<file path="config.mk">
export PLATFORM = sky130hd
export DESIGN_NAME = alu_seq
export DESIGN_NICKNAME = d
export VERILOG_FILES = /design/src/rtl/jrb8_pkg.sv /design/src/rtl/alu_flags_reg.sv /design/src/rtl/alu_seq.sv
export SDC_FILE = /design/constraint.sdc
export NUM_CORES = 1
export LEC_CHECK = 0
export BUFFER_PORTS_ARGS = -buffer_cell sky130_fd_sc_hd__buf_2
export CORE_ASPECT_RATIO = 0.7
export CORE_MARGIN = 2
export CORE_UTILIZATION = 54
export CTS_CLUSTER_SIZE = 14
export DETAILED_ROUTE_END_ITERATION = 16
export PLACE_DENSITY_LB_ADDON = 0.05
export SKIP_LAST_GASP = 1
export SYNTH_ARGS = -nofsm -noshare
export SYNTH_HDL_FRONTEND = slang
export SYNTH_SLANG_ARGS = --single-unit
</file>
<file path="constraint.sdc">
create_clock -name clk -period 2.9 [get_ports clk]
set_input_delay 0.145 -clock clk [delete_from_list [all_inputs] [get_ports clk]]
set_output_delay 0.145 -clock clk [all_outputs]
set_load 0.05 [all_outputs]
</file>
<file path="src/rtl/jrb8_pkg.sv">
// ---------------------------------------------------------------------------
// jrb8_pkg: types and constants shared by the ALU sequencer and its users.
// Revision: 1.0
// ---------------------------------------------------------------------------
`default_nettype none

package jrb8_pkg;

    typedef enum logic [1:0] {
        ST_IDLE    = 2'd0,
        ST_EXEC_LO = 2'd1,
        ST_EXEC_HI = 2'd2,
        ST_RESP    = 2'd3
    } seq_state_t;

    // Bit positions inside the packed {Z,N,C,O} flags vector
    localparam int FLAG_Z = 3;
    localparam int FLAG_N = 2;
    localparam int FLAG_C = 1;
    localparam int FLAG_O = 0;

    // Control words, indices into the ALU ROM
    localparam logic [7:0] OP_ADD  = 8'h00;
    localparam logic [7:0] OP_ADDC = 8'h01;
    localparam logic [7:0] OP_SUB  = 8'h02;
    localparam logic [7:0] OP_CMP  = 8'h03;
    localparam logic [7:0] OP_AND  = 8'h04;
    localparam logic [7:0] OP_SHL  = 8'h05;

endpackage

`default_nettype wire

</file>
<file path="src/rtl/alu_flags_reg.sv">
// ---------------------------------------------------------------------------
// alu_flags_reg: architectural Z/N/C/O flags with clr_c, flag update has priority.
// Revision: 1.0
// ---------------------------------------------------------------------------
`default_nettype none

module alu_flags_reg
    import jrb8_pkg::*;
(
    input  logic        clk,
    input  logic        rst_n,
    input  logic        update,
    input  logic        clr_c,
    input  logic        wide,
    input  logic [15:0] result,
    input  logic        carry,
    input  logic        over,
    output logic [3:0]  flags
);

    logic zero_next;
    logic neg_next;

    assign zero_next = wide ? (result == 16'h0000) : (result[7:0] == 8'h00);
    assign neg_next  = wide ? result[15] : result[7];

    always_ff @(posedge clk or negedge rst_n) begin
        if (!rst_n) begin
            flags <= 4'b0000;
        end else if (update) begin
            flags[FLAG_Z] <= zero_next;
            flags[FLAG_N] <= neg_next;
            flags[FLAG_C] <= carry;
            flags[FLAG_O] <= over;
        end else if (clr_c) begin
            flags[FLAG_C] <= 1'b0;
        end
    end

endmodule

`default_nettype wire

</file>
<file path="src/rtl/alu_seq.sv">
// ---------------------------------------------------------------------------
// alu_seq: issues 8/16-bit requests to the 8-bit ALU as one or two chained passes.
// Revision: 1.0
// ---------------------------------------------------------------------------
`default_nettype none

module alu_seq
    import jrb8_pkg::*;
#(
    parameter bit WIDE_EN     = 1'b1,
    parameter bit CMP_NOWRITE = 1'b1
) (
    input  logic        clk,
    input  logic        rst_n,
    input  logic        req_valid,
    output logic        req_ready,
    input  logic [7:0]  req_op,
    input  logic        req_wide,
    input  logic [15:0] req_a,
    input  logic [15:0] req_b,
    output logic [7:0]  alu_a,
    output logic [7:0]  alu_b,
    output logic [7:0]  alu_cins,
    output logic        alu_oe,
    output logic        alu_carryin,
    input  logic [7:0]  alu_result,
    input  logic        alu_carryout,
    input  logic        alu_overout,
    input  logic        alu_cmpo,
    output logic        rsp_valid,
    input  logic        rsp_ready,
    output logic [15:0] rsp_result,
    output logic        rsp_write,
    input  logic        clr_c,
    output logic        flag_z,
    output logic        flag_n,
    output logic        flag_c,
    output logic        flag_o
);

    seq_state_t  state;
    logic [7:0]  a_hi;
    logic [7:0]  b_hi;
    logic [7:0]  res_lo;
    logic        wide_q;
    logic        cmp_lo;

    logic        flag_update;
    logic        hi_pass;
    logic [15:0] pass_result;
    logic [3:0]  flags;

    // Flags move on the edge that closes the last pass of the operation
    assign hi_pass     = (state == ST_EXEC_HI);
    assign flag_update = hi_pass || ((state == ST_EXEC_LO) && !wide_q);
    assign pass_result = hi_pass ? {alu_result, res_lo} : {8'h00, alu_result};

    alu_flags_reg u_flags (
        .clk    (clk),
        .rst_n  (rst_n),
        .update (flag_update),
        .clr_c  (clr_c),
        .wide   (hi_pass),
        .result (pass_result),
        .carry  (alu_carryout),
        .over   (alu_overout),
        .flags  (flags)
    );

    assign flag_z = flags[FLAG_Z];
    assign flag_n = flags[FLAG_N];
    assign flag_c = flags[FLAG_C];
    assign flag_o = flags[FLAG_O];

    always_ff @(posedge clk or negedge rst_n) begin
        if (!rst_n) begin
            state       <= ST_IDLE;
            req_ready   <= 1'b1;
            a_hi        <= 8'h00;
            b_hi        <= 8'h00;
            res_lo      <= 8'h00;
            wide_q      <= 1'b0;
            cmp_lo      <= 1'b0;
            alu_a       <= 8'h00;
            alu_b       <= 8'h00;
            alu_cins    <= 8'h00;
            alu_oe      <= 1'b0;
            alu_carryin <= 1'b0;
            rsp_valid   <= 1'b0;
            rsp_result  <= 16'h0000;
            rsp_write   <= 1'b0;
        end else begin
            case (state)
                ST_IDLE: begin
                    if (req_valid) begin
                        a_hi        <= req_a[15:8];
                        b_hi        <= req_b[15:8];
                        wide_q      <= req_wide & WIDE_EN;
                        req_ready   <= 1'b0;
                        alu_oe      <= 1'b1;
                        alu_a       <= req_a[7:0];
                        alu_b       <= req_b[7:0];
                        alu_cins    <= req_op;
                        // a clr_c on this edge empties C before the low pass sees it
                        alu_carryin <= flags[FLAG_C] & ~clr_c;
                        state       <= ST_EXEC_LO;
                    end
                end
                ST_EXEC_LO: begin
                    res_lo <= alu_result;
                    cmp_lo <= alu_cmpo;
                    if (wide_q) begin
                        alu_a       <= a_hi;
                        alu_b       <= b_hi;
                        alu_carryin <= alu_carryout;
                        state       <= ST_EXEC_HI;
                    end else begin
                        alu_oe      <= 1'b0;
                        alu_a       <= 8'h00;
                        alu_b       <= 8'h00;
                        alu_cins    <= 8'h00;
                        alu_carryin <= 1'b0;
                        rsp_valid   <= 1'b1;
                        rsp_result  <= {8'h00, alu_result};
                        rsp_write   <= !(CMP_NOWRITE && alu_cmpo);
                        state       <= ST_RESP;
                    end
                end
                ST_EXEC_HI: begin
                    alu_oe      <= 1'b0;
                    alu_a       <= 8'h00;
                    alu_b       <= 8'h00;
                    alu_cins    <= 8'h00;
                    alu_carryin <= 1'b0;
                    rsp_valid   <= 1'b1;
                    rsp_result  <= {alu_result, res_lo};
                    rsp_write   <= !(CMP_NOWRITE && (cmp_lo || alu_cmpo));
                    state       <= ST_RESP;
                end
                ST_RESP: begin
                    if (rsp_ready) begin
                        rsp_valid <= 1'b0;
                        rsp_write <= 1'b0;
                        req_ready <= 1'b1;
                        state     <= ST_IDLE;
                    end
                end
                default: begin
                    state <= ST_IDLE;
                end
            endcase
        end
    end

endmodule

`default_nettype wire
</file>
# == Word-level counts from Yosys, hierarchy flattened ==
# Cells that the tools add are included.
# classes
n_eq_ne,6
mux,34
bitwise,2
reduce_logical,21
# ops
op,n
one-hot mux 8 bit (3 select lines),3
two-way mux 8 bit,6
two-way mux 16 bit,2
one-hot mux 16 bit (2 select lines),1
logical NOT 16 bit,1
two-way mux 1 bit,14
one-hot mux 1 bit (3 select lines),4
AND reduction 3 bit,3
logical NOT 8 bit,1
one-hot mux 2 bit (4 select lines),1
AND reduction 2 bit,4
"!= test 2 bit, second input constant",3
nonzero test 2 bit,3
nonzero test 3 bit,2
"equality test 2 bit, second input constant",2
two-way mux 2 bit,2
logical NOT 1 bit,3
"equality test 2 x 1 -> 1 bit, second input constant",1
logical NOT 2 bit,1
logical OR 1 bit,2
one-hot mux 1 bit (2 select lines),1
bitwise AND 1 bit,1
logical AND 1 bit,1
NOT 1 bit,1
# totals
register_bits,77
output_inout_bits,49

# == Depth between registers and ports, before layout ==
# Gate-level depths: netlist (run 1).
# logic_depth
word_depth,4
depth_mapped,9
mapped_depth_nobuf,6

# == Hierarchy ==
# From an unflattened synthesis (run 1), not the netlist that was laid out.
# hier_totals
hier_cells,247
hier_area_um2,3519.6
# modules_own_cells
mod,instances,cells_each,area_each_um2,seq_area_each_um2
alu_seq,1,228,3318.2,1828.0
alu_flags_reg,1,19,201.4,100.1

# == Worst setup path before layout (run 1) ==
# OpenSTA, ideal clock, no wires.
# synth_path
kind,register -> register
from,reg state[0]
to,reg alu_cins[0]
setup_time_ps,125
arrival_ps,1650
required_ps,2775
slack_ps,1125
path_stages_with_launch,8
path_cell_list,dfrtp_1 inv_1 ha_1 nand2b_1 and2b_1 buf_4 a21boi_4 mux2_2
# synth_via
elab_chain_cells,3
# synth_lines
element,line,text
"start, declared",alu_seq.sv:41,seq_state_t state;
"start signal, assigned",alu_seq.sv:77,state <= ST_IDLE;
"start signal, assigned",alu_seq.sv:106,state <= ST_EXEC_LO;
"start signal, assigned",alu_seq.sv:116,state <= ST_EXEC_HI;
equality test 2 x 1 -> 1 bit (tied with other cells),alu_seq.sv:93,case (state)
!= test 2 bit (no line) or nonzero test 3 bit (tied branches),n/a,
AND reduction 3 bit (no line),n/a,
"end signal, assigned",alu_seq.sv:103,alu_cins <= req_op;
"end, declared",alu_seq.sv:23,"output logic [7:0] alu_cins,"
# Several ways; a longest one is shown, not always the timed one.
# A chain may end at the register's enable or synchronous reset.

# == Worst setup path in the final report (run 1) ==
# layout_path
from,reg state[1]
to,reg alu_a[2]
# layout_via
elab_chain_cells,3
# layout_lines
element,line,text
equality test 2 bit (tied with other cells),alu_seq.sv:93,
nonzero test 3 bit (no line) or != test 2 bit (tied branches),n/a,
AND reduction 2 bit (no line),n/a,
"end signal, assigned",alu_seq.sv:101,alu_a <= req_a[7:0];
"end signal, assigned",alu_seq.sv:113,alu_a <= a_hi;
"end, declared",alu_seq.sv:21,"output logic [7:0] alu_a,"
# Several ways; a longest one is shown, not always the timed one.

==> flow_metrics.env, run 1 <==
export IMPL_status="complete, no violations"
export IMPL_r2r_slack_ns=0.58
export IMPL_cts_buffers=9
export IMPL_synth_edf_count=0
export IMPL_regArea_mm2=0.00193
export IMPL_post_route_min_period_ns=2.32
export IMPL_fin_skew_ns=0.0105
export IMPL_dr_pass1_iters=4
export IMPL_cp_cell_sequence="inv_1 -> ha_1 -> and3_1 -> a21oi_1 -> a21oi_1"
export IMPL_cts_setup_buffers=0
export IMPL_antenna_found_initial=0
export IMPL_post_route_period_util=0.799
export IMPL_grt_start_max_net_pins=78
export IMPL_grt_usage=0.220
export IMPL_netlist_area_mm2=0.00339
export IMPL_yosysMostFrequentCell="dfrtp_1"
export IMPL_timing_hold_ws_ns=0.0146
export IMPL_antenna_cells=0
export IMPL_drtIter0Drc=106
export IMPL_yosysSeqAreaShare=0.568
export IMPL_synth_cell_types=28
export IMPL_core_area_mm2=0.00616
export IMPL_required_ns=3.18
export IMPL_synth_area_leaders="dfrtp_1, mux2_2, a21oi_1"
export IMPL_worstMarginPinSlew_ns=0.966
export IMPL_vias_per_cell=5.12
export IMPL_max_freq_ghz=0.432
export IMPL_netlist_top_cells_count="dfrtp_1, a21oi_1, mux2_2, nand2_1"
export IMPL_worst_setup_path_end_kind="flop"
export IMPL_hold_class="in -> reg"
export IMPL_cap_violations=0
export IMPL_drc_errors=0
export IMPL_root_buffer="clkbuf_8"
export IMPL_drive_above_1_share=0.382
export IMPL_pin_count=106
export IMPL_ctsLongestPathBuffers=2
export IMPL_postLayoutCoreUtil=0.680
export IMPL_fin_tns_setup_ns=0
export IMPL_hold_viol_final=0
export IMPL_cts_max_level=3
export IMPL_overflow=0
export IMPL_wl_per_cell_um=14.6
export IMPL_fp_dieH_um=70.3
export IMPL_areaGrowthSynthToFinish_pct=23.4
export IMPL_die_w_um=98.7
export IMPL_synthArstFlopShare=1.00
export IMPL_synth_top_area_frac=0.560
export IMPL_cp_arrival_ns=2.60
export IMPL_grt_pass1_vias=2450
export IMPL_ys_ff_latch=77
export IMPL_setup_viol=0
export IMPL_synth_nets=373
export IMPL_cts_sinks=77
export IMPL_slowest_delay_ns=0.75
export IMPL_numPortBuffers=105
export IMPL_initial_utilization=0.551
export IMPL_clk_pin_slew_ns=0.09
export IMPL_crit_fanout=17
export IMPL_rsz0062_at_grt="false"
export IMPL_wl_mm=7.26
export IMPL_tritoncts="done"
export IMPL_grt_pass1_wl_mm=11.9
export IMPL_place_gp_congestion=0.739
export IMPL_fillers=533
export IMPL_multi_input_area_mm2=0.00136
export IMPL_detailroute_via_count=2556
export IMPL_slowest_stage="and3_1"
export IMPL_synth_top_area_cell="dfrtp_1"
export IMPL_path_common_cell="a21oi_1"
export IMPL_slew_headroom=0.356
export IMPL_cp_start_kind="flop"
export IMPL_detail_route_antenna_nets=0
export IMPL_yosysWarningCount=0
export IMPL_die_area_mm2=0.00694
export IMPL_insertion_delay_ns=0.36
export IMPL_ys_flop_type="dfrtp_1"
export IMPL_worst_path_buf_inv=1
export IMPL_row_count=24
export IMPL_syn_inst=311
export IMPL_synth_avg_cell_area_um2=10.9
export IMPL_slew_viol_final=0
export IMPL_critPathTopFamily="simple AND/OR/NAND/NOR gates"
export IMPL_nNetsFinal=478
export IMPL_path_class="reg -> reg"
export IMPL_dpl_hpwl_mm=5.02
[layout by cell type, fill, tap and decap left out, types with 2 or more instances in the layout]
cell             n
dlygate4sd3_1    2
clkinv_4         3
and3_1           2
dfrtp_1         76
mux2i_1          9
and2b_1          2
mux2_2          35
nand2_1         32
clkbuf_8         9
nor4_1           3
inv_1            7
nor2_1          24
buf_2          104
a21oi_1         42
o21ai_0         20
nand2b_1         3
ha_1             5
nor2b_1         24
clkinvlp_4       2
buf_4            4
[per-stage QoR]
stage          cells  setup WS, ns  area [µm²]
3_5_place_dp     481         0.618        3970
6_report         499         0.583        4190
3_3_place_gp     481         0.694        3970
4_1_cts          499         0.610        4190
2_1_floorplan    311          1.13        3390
5_1_grt          499         0.366        4190
[flip-flops by register name, indices dropped and copies added (netlist names), 2 cells and up]
| signal | count |
|---|---|
| b_hi | 8 |
| alu_a | 8 |
| res_lo | 8 |
| state | 2 |
| u_flags.flags | 4 |
| a_hi | 8 |
| alu_cins | 8 |
| rsp_result | 16 |
| alu_b | 8 |
[routing by layer]
| metal | global-route usage | wire length, µm | vias to the layer above |
|---|---|---|---|
| met5 | 0 | 0 | - |
| met4 | 0.0518 | 51 | 0 |
| met3 | 0.0881 | 554 | 7 |
| met2 | 0.317 | 3170 | 85 |
| met1 | 0.316 | 3480 | 1192 |
| li1 | - | - | 1272 |
[cell type report]
cell class | instances | area share
repair buffers | 110 | 0.136
inverters | 7 | 0.00628
clock inverters | 7 | 0.0182
multi-input cells | 211 | 0.326
clock buffers | 9 | 0.0296
well taps | 78 | 0.0233
flip-flops and latches | 77 | 0.461
[worst paths after layout]
| check | from | to | depth (start not counted) |
|---|---|---|---|
| min in group asynchronous | rst_n | rsp_result[12]$_DFFE_PN0P_ | 2 |
| setup / recovery | state[1]$_DFFE_PN0P_ | alu_a[2]$_DFFE_PN0P_ | 5 |
| max in group asynchronous | rst_n | alu_b[7]$_DFFE_PN0P_ | 2 |
| hold reg to reg | rsp_result[15]$_DFFE_PN0P_ | rsp_result[15]$_DFFE_PN0P_ | 2 |
| setup reg to reg | state[1]$_DFFE_PN0P_ | alu_a[2]$_DFFE_PN0P_ | 5 |
| hold / removal | req_b[15] | b_hi[7]$_DFFE_PN0P_ | 2 |
[cell families (layout without fill, tap and decap cells)]
logic type      after synthesis  after routing  share of synthesized area
simple gates                 95             95                      0.135
compound gates               67             67                      0.106
buf+inv                      23            133                     0.0299
mux                          44             44                      0.143
fa+ha+maj                     5              5                     0.0184
flops                        77             77                      0.568
[what timing repair did]
action	CTS	global route
resized for setup	0	0
hold endpoints to repair	77	0
endpoints found under the setup margin	0	0
hold buffers	2	0
Power of run 1 is left out: the tool's default activity adds up to more than one toggle a clock period on the data nets, which glitch-free logic cannot reach.
==> run 2, diff against run 1 <==
CORE_UTILIZATION = 51   (was 54)
clock period = 2.2 ns   (was 2.9 ns; I/O delays follow)
==> run 2 against run 1 <==
First-iteration DRC count increased by 33%. Setup slack worse by 0.31 ns. Cell area is 6.8% higher. Core utilization rose by 2.6 points. Critical endpoint is now alu_cins[2]$_DFFE_PN0P_. Largest cell class unchanged.
==> flow_metrics.env, run 2 (synthesis results as in run 1) <==
export IMPL_status="complete, no violations"
export IMPL_placedCellCount=501
export IMPL_cts_sinks=77
export IMPL_dr_pass1_iters=4
export IMPL_most_common_layout_cells="buf_2, dfrtp_1, a21oi_1"
export IMPL_grt_pass1_vias=2579
export IMPL_cp_start_kind="flop"
export IMPL_place_gp_congestion=0.762
export IMPL_hold_class="in -> reg"
export IMPL_p_clk_frac=0.138
export IMPL_cts_buffers=9
export IMPL_row_count=24
export IMPL_slowest_stage="dfrtp_1"
export IMPL_die_w_um=101
export IMPL_path_class="reg -> reg"
export IMPL_r2r_start="state[1]$_DFFE_PN0P_"
export IMPL_largest_reg_flops=16
export IMPL_mostFrequentLayoutCell="buf_2"
export IMPL_vias_per_cell=4.94
export IMPL_core_area_mm2=0.00634
export IMPL_sw_frac_of_total=0.481
export IMPL_setup_viol=0
export IMPL_worst_setup_path_end_kind="flop"
export IMPL_overflow=0
export IMPL_grt_start_max_net_pins=78
export IMPL_final_cell_area_mm2=0.00447
export IMPL_pin_count=106
export IMPL_max_freq_ghz=0.518
export IMPL_worst_path_buf_inv=1
export IMPL_critPathTopFamily="flip-flops"
export IMPL_cp_arrival_ns=2.17
export IMPL_seq_power_share=0.312
export IMPL_drtIter0Drc=141
export IMPL_detailroute_via_count=2651
export IMPL_top_register="rsp_result"
export IMPL_power_density_mw_per_mm2=1810
export IMPL_rsz0062_at_grt="false"
export IMPL_fp_dieH_um=72.2
export IMPL_pwr_share_comb=0.550
export IMPL_clk_pin_slew_ns=0.08
export IMPL_intPower_mw=4.19
export IMPL_wl_per_cell_um=14.1
export IMPL_dpl_hpwl_mm=5.18
export IMPL_p_leak_nw=2.19
export IMPL_insertion_delay_ns=0.35
export IMPL_cts_setup_buffers=0
export IMPL_setup_ws_ns=0.270
export IMPL_detail_route_antenna_nets=0
export IMPL_initial_utilization=0.536
export IMPL_ctsLongestPathBuffers=2
export IMPL_timing_hold_ws_ns=0.0378
export IMPL_final_cells=537
export IMPL_place_area_mm2=0.00406
export IMPL_worstHoldStart="alu_result[3]"
export IMPL_post_route_min_period_ns=1.93
export IMPL_fin_tns_setup_ns=0
export IMPL_worstMarginPinSlew_ns=0.444
export IMPL_crit_fanout=9
export IMPL_root_buffer="clkbuf_8"
export IMPL_antenna_found_initial=0
export IMPL_post_route_period_util=0.877
export IMPL_slew_viol_final=0
export IMPL_cap_violations=0
export IMPL_grt_pass1_wl_mm=12.3
export IMPL_slew_headroom=0.704
export IMPL_areaGrowthSynthToFinish_pct=31.8
export IMPL_ir_drop_mv=0.810
export IMPL_slowest_delay_ns=0.43
export IMPL_critPathLaunch="state[1]$_DFFE_PN0P_"
export IMPL_cts_max_level=3
export IMPL_wl_mm=7.58
export IMPL_die_area_mm2=0.00733
export IMPL_tritoncts="done"
export IMPL_post_place_ws_ns=0.309
export IMPL_antenna_cells=0
export IMPL_nNetsFinal=503
export IMPL_cp_cell_sequence="inv_1 -> ha_1 -> nand2b_1 -> and2b_1 -> a21boi_4 -> mux2_2"
export IMPL_hold_viol_final=0
export IMPL_numPortBuffers=105
export IMPL_grt_usage=0.220
export IMPL_fin_skew_ns=0.00870
export IMPL_netSwitchingPower_mw=3.89
export IMPL_required_ns=2.44
export IMPL_drc_errors=0
export IMPL_drive_above_1_share=0.374
[run 2: final timing paths]
check / depth (start not counted) / to / slack [ns]
hold reg to reg: 2 / rsp_result[15]$_DFFE_PN0P_ / 0.47
setup reg to reg: 6 / alu_cins[2]$_DFFE_PN0P_ / 0.27
setup / recovery: 6 / alu_cins[2]$_DFFE_PN0P_ / 0.27
max in group asynchronous: 3 / req_ready$_DFFE_PN1P_ / 1.56
min in group asynchronous: 3 / rsp_result[13]$_DFFE_PN0P_ / 0.30
hold / removal: 3 / rsp_result[11]$_DFFE_PN0P_ / 0.04
[run 2: metal layers]
| layer | vias up | part of all wire | global-route usage |
|---|---|---|---|
| met5 | - | 0 | 0 |
| met4 | 0 | 0.016 | 0.0691 |
| met3 | 12 | 0.062 | 0.0732 |
| met2 | 87 | 0.42 | 0.312 |
| met1 | 1234 | 0.50 | 0.322 |
| li1 | 1318 | - | - |
[run 2: worst min-delay path, cell delays in order]
cell and delay [ns]:
buf_2 0.12, nand2_1 0.06, o21ai_0 0.06
[run 2: layout make-up]
cell class / count / area (µm²)
Clock buffer: 13 / 169
Clock inverter: 3 / 42.5
Fill cell: 502 / 1860
Inverter: 7 / 26.3
Multi-Input combinational cell: 211 / 1360
Sequential cell: 77 / 1930
Tap cell: 91 / 114
Timing Repair Buffer: 135 / 828
[run 2: power by group through the flow]
stage               clock (mW)  combinational, mW  sequential [mW]
floorplan                    0               1.96             3.94
global placement             0               4.36             2.52
detailed placement           0               4.44             2.54
CTS                       1.13               4.48             2.52
global route              1.20               4.84             2.61
finish                    1.12               4.44             2.52
[run 2: per-stage QoR]
step / power, mW / utilization
global placement: 6.88 / 0.641
global route: 8.65 / 0.706
detailed placement: 6.98 / 0.641
finish: 8.09 / 0.706
floorplan: 5.90 / -
CTS: 8.14 / 0.706
[run 2: timing repair]
item	in CTS	in global routing
endpoints found under the hold margin	96	0
gates resized for setup	0	0
hold buffers	20	0
(Power assumes the default switching activity.)
==> run 3, diff against run 2 <==
BUFFER_PORTS_ARGS = unset   (was -buffer_cell sky130_fd_sc_hd__buf_2)
CORE_UTILIZATION = 54   (was 51)
DONT_BUFFER_PORTS = 1   (was unset)
==> run 3 against run 2 <==
Flip-flop and latch count unchanged. Setup slack lost 0.095 ns. Core utilization decreased by 4.8 points. Non-clock buffer count shrank 92. First-iteration DRC count decreased by 17%. Register-to-register slack worse by 0.09 ns. Final cell count down 20%. Cell area down 9.5%. Sequential share of layout area increased by 4.5 points. Worst hold slack lost 0.011 ns.
==> flow_metrics.env, run 3 (synthesis results as in run 1) <==
export IMPL_detail_route_antenna_nets=0
export IMPL_postLayoutCoreUtil=0.657
export IMPL_detailroute_via_count=2349
export IMPL_pin_count=106
export IMPL_slew_headroom=0.660
export IMPL_worstMarginPinSlew_ns=0.510
export IMPL_tritoncts="done"
export IMPL_path_class="reg -> reg"
export IMPL_ctsLongestPathBuffers=2
export IMPL_fp_dieH_um=70.3
export IMPL_drc_errors=0
export IMPL_die_area_mm2=0.00694
export IMPL_max_freq_ghz=0.494
export IMPL_die_w_um=98.7
export IMPL_mostFrequentLayoutCell="dfrtp_1"
export IMPL_r2r_start="state[1]$_DFFE_PN0P_"
export IMPL_antenna_found_initial=0
export IMPL_cts_max_level=3
export IMPL_grt_pass1_vias=2454
export IMPL_cp_arrival_ns=2.25
export IMPL_grt_usage=0.232
export IMPL_setup_viol=0
export IMPL_grt_pass1_wl_mm=12.5
export IMPL_vias_per_cell=5.44
export IMPL_insertion_delay_ns=0.35
export IMPL_numPortBuffers=0
export IMPL_status="complete, no violations"
export IMPL_cp_start_kind="flop"
export IMPL_fin_skew_ns=0.00991
export IMPL_post_route_period_util=0.920
export IMPL_row_count=24
export IMPL_cp_cell_sequence="inv_1 -> ha_1 -> and2b_1 -> o21ai_0 -> nand2_1 -> dlygate4sd3_1"
export IMPL_dpl_hpwl_mm=4.76
export IMPL_fin_tns_setup_ns=0
export IMPL_wl_per_cell_um=16.9
export IMPL_antenna_cells=0
export IMPL_drive_above_1_share=0.184
export IMPL_place_gp_congestion=0.753
export IMPL_post_route_min_period_ns=2.02
export IMPL_root_buffer="clkbuf_8"
export IMPL_place_area_mm2=0.00349
export IMPL_rsz0062_at_grt="false"
export IMPL_grt_start_max_net_pins=78
export IMPL_areaGrowthSynthToFinish_pct=19.2
export IMPL_cts_buffers=9
export IMPL_top_register="rsp_result"
export IMPL_worst_path_buf_inv=2
export IMPL_cts_sinks=77
export IMPL_slew_viol_final=0
export IMPL_hold_class="in -> reg"
export IMPL_overflow=0
export IMPL_wl_mm=7.29
export IMPL_nNetsFinal=411
export IMPL_slowest_stage="dlygate4sd3_1"
export IMPL_clk_pin_slew_ns=0.08
export IMPL_worst_setup_path_end_kind="flop"
export IMPL_initial_utilization=0.551
export IMPL_most_common_layout_cells="dfrtp_1, a21oi_1, mux2_2"
export IMPL_required_ns=2.43
export IMPL_critPathLaunch="state[1]$_DFFE_PN0P_"
export IMPL_largest_reg_flops=16
export IMPL_worstHoldStart="req_op[2]"
export IMPL_critPathTopFamily="buffers and inverters"
export IMPL_final_cell_area_mm2=0.00405
export IMPL_hold_viol_final=0
export IMPL_drtIter0Drc=117
export IMPL_slowest_delay_ns=0.58
export IMPL_core_area_mm2=0.00616
export IMPL_crit_fanout=5
export IMPL_cap_violations=0
export IMPL_dr_pass1_iters=4
==> run 3: cell count changes in the layout (fill, tap and decap cells not counted), sizes merged <==
| cell | change |
|---|---|
| buf | -104 |
| clkbuf | -3 |
| clkinv | +1 |
| clkinvlp | +2 |
| dlygate4sd3 | +12 |
==> run 3: path summary, 6_finish.rpt <==
path / to / slack [ns] / cells after the start
max in group asynchronous: alu_b[5]$_DFFE_PN0P_ / 1.55 / 2
min in group asynchronous: u_flags.flags[1]$_DFFE_PN0P_ / 0.34 / 2
worst max-delay path: u_flags.flags[1]$_DFFE_PN0P_ / 0.18 / 6
worst min-delay path: alu_cins[2]$_DFFE_PN0P_ / 0.03 / 2
worst min register to register: b_hi[3]$_DFFE_PN0P_ / 0.51 / 1
worst max register to register: u_flags.flags[1]$_DFFE_PN0P_ / 0.18 / 6
==> run 3: worst register-to-register path, cell delays in order (launching register included) <==
cell and delay [ns]:
dfrtp_1 0.42, inv_1 0.10, ha_1 0.28, and2b_1 0.24
o21ai_0 0.21, nand2_1 0.09, dlygate4sd3_1 0.58
==> run 3: layer usage <==
| metal | up-vias | track usage | routed length (µm) |
|---|---|---|---|
| met5 | - | 0 | 0 |
| met1 | 1130 | 0.329 | 3510 |
| met2 | 79 | 0.328 | 3160 |
| met3 | 7 | 0.102 | 541 |
| met4 | 0 | 0.0594 | 77 |
| li1 | 1133 | - | - |
==> run 3: metrics by stage <==
stage / setup WS [ns] / hold slack [ns] / instances
finish: 0.175 / 0.0270 / 432
CTS: 0.119 / 0.00281 / 432
detailed placement: 0.298 / -0.184 / 383
global route: 0.0755 / 0.0193 / 432
global placement: 0.392 / -0.184 / 383
floorplan: 0.425 / -0.186 / 311
==> run 3: what timing repair did <==
action	CTS	global route
hold buffers	33	0
resized for setup	0	2
setup endpoints to repair	0	1
hold endpoints to repair	125	0
setup buffers	0	0
==> run 3: final cells by class <==
class	count	area, µm²
flip-flops and latches	77	1930
clock inverters	6	62.6
inverters	7	26.3
clock buffers	10	138
well taps	78	97.6
fillers	496	2110
repair buffers	43	423
multi-input cells	211	1370
Power of run 3 is left out for the same reason.
